[src/rtl/host_cmd_engine.sv]
// Host-side command engine: sends a 16-bit command over a byte UART (high byte
// first), then checks an ack (SEND), polls a register until masked bits are
// set (POLL), or streams a capture dump of programmable length (DUMP).
module host_cmd_engine #(
    parameter int          LEN_W    = 16,
    parameter int          POLL_GAP = 400,
    parameter int          POLL_MAX = 200,
    parameter int          TIMEOUT  = 6000,
    parameter logic [7:0]  ACK      = 8'hA5
) (
    input  logic             clk,
    input  logic             rst_n,
    input  logic             start_i,
    input  logic [1:0]       op_i,
    input  logic [15:0]      cmd_i,
    input  logic [7:0]       poll_mask_i,
    input  logic [LEN_W-1:0] dump_len_i,
    output logic             busy_o,
    output logic             done_o,
    output logic [1:0]       err_o,
    output logic [7:0]       resp_o,
    output logic             byte_vld_o,
    output logic [7:0]       byte_out_o,
    output logic [7:0]       tx_data_o,
    output logic             trmt_o,
    input  logic             tx_done_i,
    input  logic [7:0]       rx_data_i,
    input  logic             rx_rdy_i,
    output logic             clr_rx_rdy_o
);

    localparam int TMO_W = $clog2(TIMEOUT + 1);
    localparam int GAP_W = $clog2(POLL_GAP + 1);
    localparam int ATT_W = $clog2(POLL_MAX + 1);

    localparam logic [1:0] OP_POLL = 2'd1;
    localparam logic [1:0] OP_DUMP = 2'd2;

    localparam logic [1:0] ERR_OK   = 2'd0;
    localparam logic [1:0] ERR_NAK  = 2'd1;
    localparam logic [1:0] ERR_TMO  = 2'd2;
    localparam logic [1:0] ERR_POLL = 2'd3;

    typedef enum logic [2:0] {
        S_IDLE, S_TX_HI, S_W_HI, S_TX_LO, S_W_LO, S_RX_WAIT, S_GAP
    } state_t;

    state_t             state_q;
    logic [1:0]         op_q;
    logic [15:0]        cmd_q;
    logic [7:0]         mask_q;
    logic [LEN_W-1:0]   len_q;
    logic [LEN_W-1:0]   cnt_q;
    logic [TMO_W-1:0]   tmo_q;
    logic [GAP_W-1:0]   gap_q;
    logic [ATT_W-1:0]   att_q;
    logic               busy_q, done_q, byte_vld_q, trmt_q, clr_q;
    logic [1:0]         err_q;
    logic [7:0]         resp_q, byte_out_q, tx_data_q;
    logic               rx_take;

    // rx_rdy is a level that the receiver only drops after seeing our clear
    // pulse, so a byte is not taken again in the cycle the clear is visible.
    assign rx_take = rx_rdy_i && !clr_q;

    // Sequencer with registered outputs; strobes default low every cycle.
    always_ff @(posedge clk or negedge rst_n) begin
        if (!rst_n) begin
            state_q    <= S_IDLE;
            op_q       <= '0;
            cmd_q      <= '0;
            mask_q     <= '0;
            len_q      <= '0;
            cnt_q      <= '0;
            tmo_q      <= '0;
            gap_q      <= '0;
            att_q      <= '0;
            busy_q     <= 1'b0;
            done_q     <= 1'b0;
            byte_vld_q <= 1'b0;
            trmt_q     <= 1'b0;
            clr_q      <= 1'b0;
            err_q      <= '0;
            resp_q     <= '0;
            byte_out_q <= '0;
            tx_data_q  <= '0;
        end else begin
            done_q     <= 1'b0;
            byte_vld_q <= 1'b0;
            trmt_q     <= 1'b0;
            clr_q      <= 1'b0;
            case (state_q)
                S_IDLE: begin
                    if (start_i) begin
                        op_q      <= op_i;
                        cmd_q     <= cmd_i;
                        mask_q    <= poll_mask_i;
                        len_q     <= dump_len_i;
                        cnt_q     <= '0;
                        att_q     <= ATT_W'(1);
                        err_q     <= ERR_OK;
                        busy_q    <= 1'b1;
                        tx_data_q <= cmd_i[15:8];
                        trmt_q    <= 1'b1;
                        state_q   <= S_TX_HI;
                    end
                end
                S_TX_HI: state_q <= S_W_HI;
                S_W_HI: begin
                    if (tx_done_i) begin
                        tx_data_q <= cmd_q[7:0];
                        trmt_q    <= 1'b1;
                        state_q   <= S_TX_LO;
                    end
                end
                S_TX_LO: state_q <= S_W_LO;
                S_W_LO: begin
                    if (tx_done_i) begin
                        if (op_q == OP_DUMP && len_q == '0) begin
                            done_q  <= 1'b1;
                            busy_q  <= 1'b0;
                            err_q   <= ERR_OK;
                            state_q <= S_IDLE;
                        end else begin
                            tmo_q   <= '0;
                            state_q <= S_RX_WAIT;
                        end
                    end
                end
                S_RX_WAIT: begin
                    // A byte arriving in the expiry cycle still counts.
                    if (rx_take) begin
                        resp_q <= rx_data_i;
                        clr_q  <= 1'b1;
                        tmo_q  <= '0;
                        case (op_q)
                            OP_POLL: begin
                                if ((rx_data_i & mask_q) != 8'h00) begin
                                    done_q  <= 1'b1;
                                    busy_q  <= 1'b0;
                                    err_q   <= ERR_OK;
                                    state_q <= S_IDLE;
                                end else if (att_q == ATT_W'(POLL_MAX)) begin
                                    done_q  <= 1'b1;
                                    busy_q  <= 1'b0;
                                    err_q   <= ERR_POLL;
                                    state_q <= S_IDLE;
                                end else begin
                                    gap_q   <= '0;
                                    state_q <= S_GAP;
                                end
                            end
                            OP_DUMP: begin
                                byte_vld_q <= 1'b1;
                                byte_out_q <= rx_data_i;
                                cnt_q      <= cnt_q + 1'b1;
                                if (cnt_q + 1'b1 == len_q) begin
                                    done_q  <= 1'b1;
                                    busy_q  <= 1'b0;
                                    err_q   <= ERR_OK;
                                    state_q <= S_IDLE;
                                end
                            end
                            default: begin
                                done_q  <= 1'b1;
                                busy_q  <= 1'b0;
                                err_q   <= (rx_data_i == ACK) ? ERR_OK : ERR_NAK;
                                state_q <= S_IDLE;
                            end
                        endcase
                    end else if (tmo_q == TMO_W'(TIMEOUT - 1)) begin
                        done_q  <= 1'b1;
                        busy_q  <= 1'b0;
                        err_q   <= ERR_TMO;
                        state_q <= S_IDLE;
                    end else begin
                        tmo_q <= tmo_q + 1'b1;
                    end
                end
                S_GAP: begin
                    if (gap_q == GAP_W'(POLL_GAP - 1)) begin
                        att_q     <= att_q + 1'b1;
                        tx_data_q <= cmd_q[15:8];
                        trmt_q    <= 1'b1;
                        state_q   <= S_TX_HI;
                    end else begin
                        gap_q <= gap_q + 1'b1;
                    end
                end
                default: state_q <= S_IDLE;
            endcase
        end
    end

    assign busy_o       = busy_q;
    assign done_o       = done_q;
    assign err_o        = err_q;
    assign resp_o       = resp_q;
    assign byte_vld_o   = byte_vld_q;
    assign byte_out_o   = byte_out_q;
    assign tx_data_o    = tx_data_q;
    assign trmt_o       = trmt_q;
    assign clr_rx_rdy_o = clr_q;

endmodule

[config.mk]
export PLATFORM = sky130hd
export DESIGN_NAME = host_cmd_engine
export DESIGN_NICKNAME = d
export VERILOG_FILES = /design/src/rtl/host_cmd_engine.sv
export SDC_FILE = /design/constraint.sdc
export NUM_CORES = 1
export LEC_CHECK = 0
export CAP_MARGIN = 30
export CORE_AREA = 2 2 115 117
export CTS_BUF_LIST = sky130_fd_sc_hd__clkbuf_8
export CTS_CLUSTER_SIZE = 16
export DETAILED_ROUTE_END_ITERATION = 10
export DIE_AREA = 0 0 117 119
export GPL_TIMING_DRIVEN = 0
export HOLD_SLACK_MARGIN = 0.05
export PLACE_DENSITY = 0.76
export SLEW_MARGIN = 20
export SYNTH_ARGS = -nofsm -noshare
export SYNTH_HDL_FRONTEND = slang
export SYNTH_SLANG_ARGS = --single-unit
[constraint.sdc]
create_clock -name clk -period 3.7 [get_ports clk]
set_input_delay 0.37 -clock clk [delete_from_list [all_inputs] [get_ports clk]]
set_output_delay 0.37 -clock clk [all_outputs]
set_load 0.005 [all_outputs]
Word level (Yosys, flattened, before mapping)
Index checks and enable logic that the tools add are counted.
{"block": "word_totals", "ff_bits": 122, "output_inout_bits": 31, "input_bits": 55, "word_cells": 147}
{"block": "classes", "mux": 73, "bitwise": 1, "add_sub_neg": 4, "n_reduce_logical": 22, "n_eq_ne": 29}
{"cell": "13-bit 2-to-1 mux", "n": 4}
{"cell": "16-bit 2-to-1 mux", "n": 3}
{"cell": "9-bit 2-to-1 mux", "n": 5}
{"cell": "8-bit 2-to-1 mux", "n": 5}
{"cell": "16-bit one-hot mux with 2 select lines", "n": 1}
{"cell": "3-bit 2-to-1 mux", "n": 10}
{"cell": "13-bit one-hot mux with 2 select lines", "n": 1}
{"cell": "1-bit 2-to-1 mux", "n": 24}
{"cell": "8-bit one-hot mux with 3 select lines", "n": 1}
{"cell": "2-bit inequality test, second input constant", "n": 11}
{"cell": "3-bit one-hot mux with 7 select lines", "n": 1}
{"cell": "9-bit one-hot mux with 2 select lines", "n": 1}
{"cell": "16-bit by 1-bit adder with 16-bit output, second input constant", "n": 1}
{"cell": "16-bit == test", "n": 1}
{"cell": "8-bit == test, second input constant", "n": 2}
{"cell": "16-bit logical NOT", "n": 1}
{"cell": "2-bit 2-to-1 mux", "n": 8}
{"cell": "8-bit one-hot mux with 2 select lines", "n": 1}
{"cell": "13-bit by 1-bit adder with 13-bit output, second input constant", "n": 1}
{"cell": "13-bit == test, second input constant", "n": 1}
{"cell": "4-bit AND reduction", "n": 3}
{"cell": "6-bit AND reduction", "n": 2}
{"cell": "9-bit by 1-bit adder with 9-bit output, second input constant", "n": 1}
{"cell": "3-bit == test, second input constant", "n": 3}
{"cell": "other kinds (25)", "n": 37}

Depth between registers and ports, before layout
{"block": "depth", "ltp_word": 6, "mapped_depth": 10, "mapped_depth_nobuf": 9}

Worst setup path after synthesis
OpenSTA, ideal clock, no wires.
{"block": "synth_timing", "kind": "register to register", "startpoint": "register cnt_q[0]", "endpoint": "register err_q[0] (netlist: err_o[0])", "path_stages_with_launch": 10, "required_ns": 3.575, "setup_time_ns": 0.125, "synth_period_minus_slack_ns": 2.612, "setup_slack_ns": 1.088, "n_path_buf": 1, "arrival_ns": 2.487, "path_cell_list": "dfrtp_1 > ha_1 > nand4_2 > or3_1 > clkbuf_1 > a2111oi_2 > o211ai_1 > nor4_4 > o21ai_2 > mux2_4"}
{"block": "synth_via", "elab_chain_cells": 4}
{"element": "start, declared", "line": "53", "text": "logic [LEN_W-1:0] cnt_q;"}
{"element": "start signal, assigned", "line": "156", "text": "cnt_q <= cnt_q + 1'b1;"}
{"element": "16-bit by 1-bit adder with 16-bit output", "line": "157", "text": "if (cnt_q + 1'b1 == len_q) begin"}
{"element": "16-bit == test", "line": "157"}
{"element": "4-bit inequality test (no line)"}
{"element": "7-bit AND reduction (no line)"}
{"element": "end signal, assigned", "line": "167", "text": "err_q <= (rx_data_i == ACK) ? ERR_OK : ERR_NAK;"}
{"element": "end, declared", "line": "58", "text": "logic [1:0] err_q;"}
No other way between the ends.
A chain may end at the register's enable or synchronous reset.

Worst setup path in the final report
{"block": "layout_timing", "startpoint": "register op_q[0]", "endpoint": "register err_q[1] (netlist: err_o[1])"}
{"block": "layout_via", "elab_chain_cells": 4, "word_cells_on_any_way": 10, "classes_between": "5 x eq/ne; 3 x mux; 2 x reduce/logical"}
{"element": "start, declared", "line": "49", "text": "logic [1:0] op_q;"}
{"element": "start signal, assigned", "line": "95", "text": "op_q <= op_i;"}
{"element": "2-bit == test / 2-bit by 1-bit == test with 1-bit output (equally long branches)", "line": "119, 136"}
{"element": "2-bit one-hot mux with 2 select lines / 1-bit logical AND (equally long branches)", "line": "136, 119"}
{"element": "2-bit 2-to-1 mux / 2-bit inequality test (equally long branches)"}
{"element": "2-bit one-hot mux with 3 select lines / 7-bit AND reduction (equally long branches)"}
Several ways; a longest one is shown, not always the timed one.

==> results.md <==
- Final period util: 84.18%
- Cells after Synth: 602
- Largest net degree at the start of global routing: 63
- Vias per cell: 5.604
- Actual slew at the worst max-slew pin: 0.8377 ns
- Clock buffer depth: 2
- Yosys top cell by area: dfrtp_1
- Nets: 770
- Synth top area cells: dfrtp_1 (49%), mux2_2 (10%), o21ai_0 (4.8%)
- RSZ-0062 raised after global routing: false
- Pre-Repair DR Iteration Count: 5
- Kind of end point of the critical path: flip-flop
- DIE WIDTH: 117 µm
- Residual DRC: 0
- CTS H-tree depth: 4
- PwrDens: 679.1 nW/µm²
- Max_cap viols: 0
- Leak pwr: 3.291 nW
- WL/cell: 16.52 µm
- Yosys reg bits: 122
- EDFF count, synth: 0
- Fin. Hold Viols: 0
- Slew Viols, Final: 0
- Gpl congestion: 0.8659
- Post-detail-place hpwl: 10.46 mm
- CTS tree: yes
- Post-synth ARST share: 100.0%
- Mapped Area: 6216 µm²
- Setup-failing EPs final: 0
- Post-synth net total: 664
- Max Clk Rate: 0.3210 GHz
- Worst Path Max Fanout: 4
- ANT cells: 0
- Rows: 42
- Critical path class: reg -> reg
- Die Area: 13920 µm²
- CP Data Arrival Time: 3.44 ns
- Final core utilization: 59.86%
- Met3 usage: 5.394%
- IO Count: 86
- Fin worst setup slack: 0.5852 ns
- Worst VDD drop: 0.4625 mV
- Met1 Use GR: 30.93%
- GRT Overall Usage: 22.44%
- Outcome: complete, no violations
- Number of distinct library cells after synthesis: 66
- Primary FF master, synth: dfrtp_1
- Top cell type's share of synthesized area: 49.11%
- Synth warn: 0
- Final clock skew: 0.01218 ns
- Most frequent cell after synthesis: dfrtp_1
- Initial Util: 48.28%
- Minimum clock period: 3.115 ns
- Top cells by count, synth: dfrtp_1 (122), nand2_1 (66), o21ai_0 (59), mux2_2 (55), nor2_1 (49)
- Clock transition at path regs: 0.07 ns
- Syn avg cell area: 10.33 µm²
- IO Port Bufs: 85
- GR peak layer: met2
- Root buffer cell: clkbuf_8
- Sink Count: 122
- Sequential fraction of the synthesis area: 49.11%
- 1st-iter DRT viols: 337
- Dpl ws: 0.5162 ns
- Global-route wire length before repair: 24.36 mm
- Final ANT Viol Nets: 0
- Max_slew headroom: 43.64%
- Initial antenna violation count: 0
- # Post-CTS Setup Buffers: 0
- TritonCTS buffer count: 17
- GRT overflow: 0
- Overall power: 5.234 mW
- Min-Delay Path Class: in -> async
- Worst path required time: 4.03 ns
- Vias in the first global route: 4957
- Startpoint types: flip-flop
- Vias post-DR: 5010
- Routed WL: 14.77 mm
- Met2 Use GR: 34.03%
- Core footprint: 12870 µm²
- Layout cells sized above 1: 16.02%
- P&R area growth vs syn: 23.99%
- Skew-Pair Late Insertion Delay: 0.44 ns
- Die Span Y: 119 µm
-- kinds of logic after synthesis --
family                   share of synthesized area [%]
AND/OR/NAND/NOR                                  17.91
AO/OA/AOI/OAI                                    11.96
flip-flops                                       49.11
multiplexers                                     11.74
buffers and inverters                            3.361
XOR/XNOR                                         4.509
adder cells (fa/ha/maj)                          1.409
-- cells in the final DEF, fill, tap and decap left out, types with 5 or more instances in the layout --
| master | n |
|---|---|
| a31oi_1 | 7 |
| nand2_1 | 66 |
| clkbuf_1 | 17 |
| o31ai_1 | 6 |
| inv_1 | 15 |
| xor2_1 | 14 |
| clkdlybuf4s50_1 | 84 |
| and4_1 | 5 |
| and2_1 | 9 |
| xnor2_1 | 18 |
| nor4_1 | 6 |
| nor2_1 | 49 |
| clkbuf_8 | 21 |
| nand4_1 | 12 |
| mux2i_1 | 8 |
| a21oi_1 | 21 |
| and3_1 | 10 |
| mux2_2 | 55 |
| dfrtp_1 | 122 |
| nor3_1 | 8 |
| ha_1 | 7 |
| nor3b_1 | 5 |
| o21ai_0 | 59 |
| nand3_1 | 9 |
-- cell type report --
type | count | area (µm²)
buffer | 30 | 163.9
clock buffer | 18 | 247.7
clock inverter | 11 | 133.9
fill | 1050 | 5167
inverter | 12 | 45.04
multi-input combinational | 438 | 2954
sequential | 122 | 3053
tap | 176 | 220.2
timing repair buffer | 87 | 889.6
-- metrics by stage --
step | instance area, µm² | std cells | TNS [ns] | hold WS, ns
global route | 7707 | 894 | 0 | 0.4998
global placement | 7287 | 863 | -297.77 | 0.4622
CTS | 7707 | 894 | 0 | 0.4726
finish | 7707 | 894 | 0 | 0.4728
detailed placement | 7316 | 864 | 0 | 0.3864
floorplan | 6216 | 602 | 0 | 0.07441
-- routing by layer --
layer	up-vias	wire, µm
met4	0	297
met5	-	0
met2	142	6898
li1	2355	-
met1	2491	6753
met3	22	823
-- critical path, stage by stage, from the launching register on --
cell,delay [ns]
dfrtp_1,0.39
inv_1,0.08
ha_1,0.23
nor4b_1,0.24
nand4_1,0.14
nor4_1,0.67
a311oi_1,0.20
a2111oi_0,0.52
o21ai_2,0.19
mux2_4,0.33
-- path summary, 6_finish.rpt --
check                                      startpoint                        to  slack (ns)  depth (start not counted)
max in group asynchronous                       rst_n  tx_data_o[4]$_DFFE_PN0P_        2.52                          3
worst max-delay path              op_q[0]$_DFFE_PN0P_      err_o[1]$_DFFE_PN0P_        0.59                          9
worst min register to register  tmo_q[12]$_DFFE_PN0P_     tmo_q[12]$_DFFE_PN0P_        0.48                          1
min in group clk                tmo_q[12]$_DFFE_PN0P_     tmo_q[12]$_DFFE_PN0P_        0.48                          1
worst min-delay path                            rst_n      byte_vld_o$_DFF_PN0_        0.47                          2
worst max register to register    op_q[0]$_DFFE_PN0P_      err_o[1]$_DFFE_PN0P_        0.59                          9
-- registers in the layout, summed over array words and instances, names as in the netlist, 9 cells and up --
register and cells:
cnt_q 16, len_q 16, gap_q 9, tmo_q 13
cmd_q 16
-- power by group --
group	leakage, nW	total, mW	switching, mW	internal, mW
sequential	1.56	2.13	0.347	1.79
combinational	1.52	1.94	0.901	1.03
clock	0.208	1.16	0.502	0.663
-- what timing repair did --
item	in CTS	in global routing
hold buffers	1	0
resized for setup	0	0
endpoints found under the hold margin	60	0
Note: power is estimated with default switching activity, not from simulation.
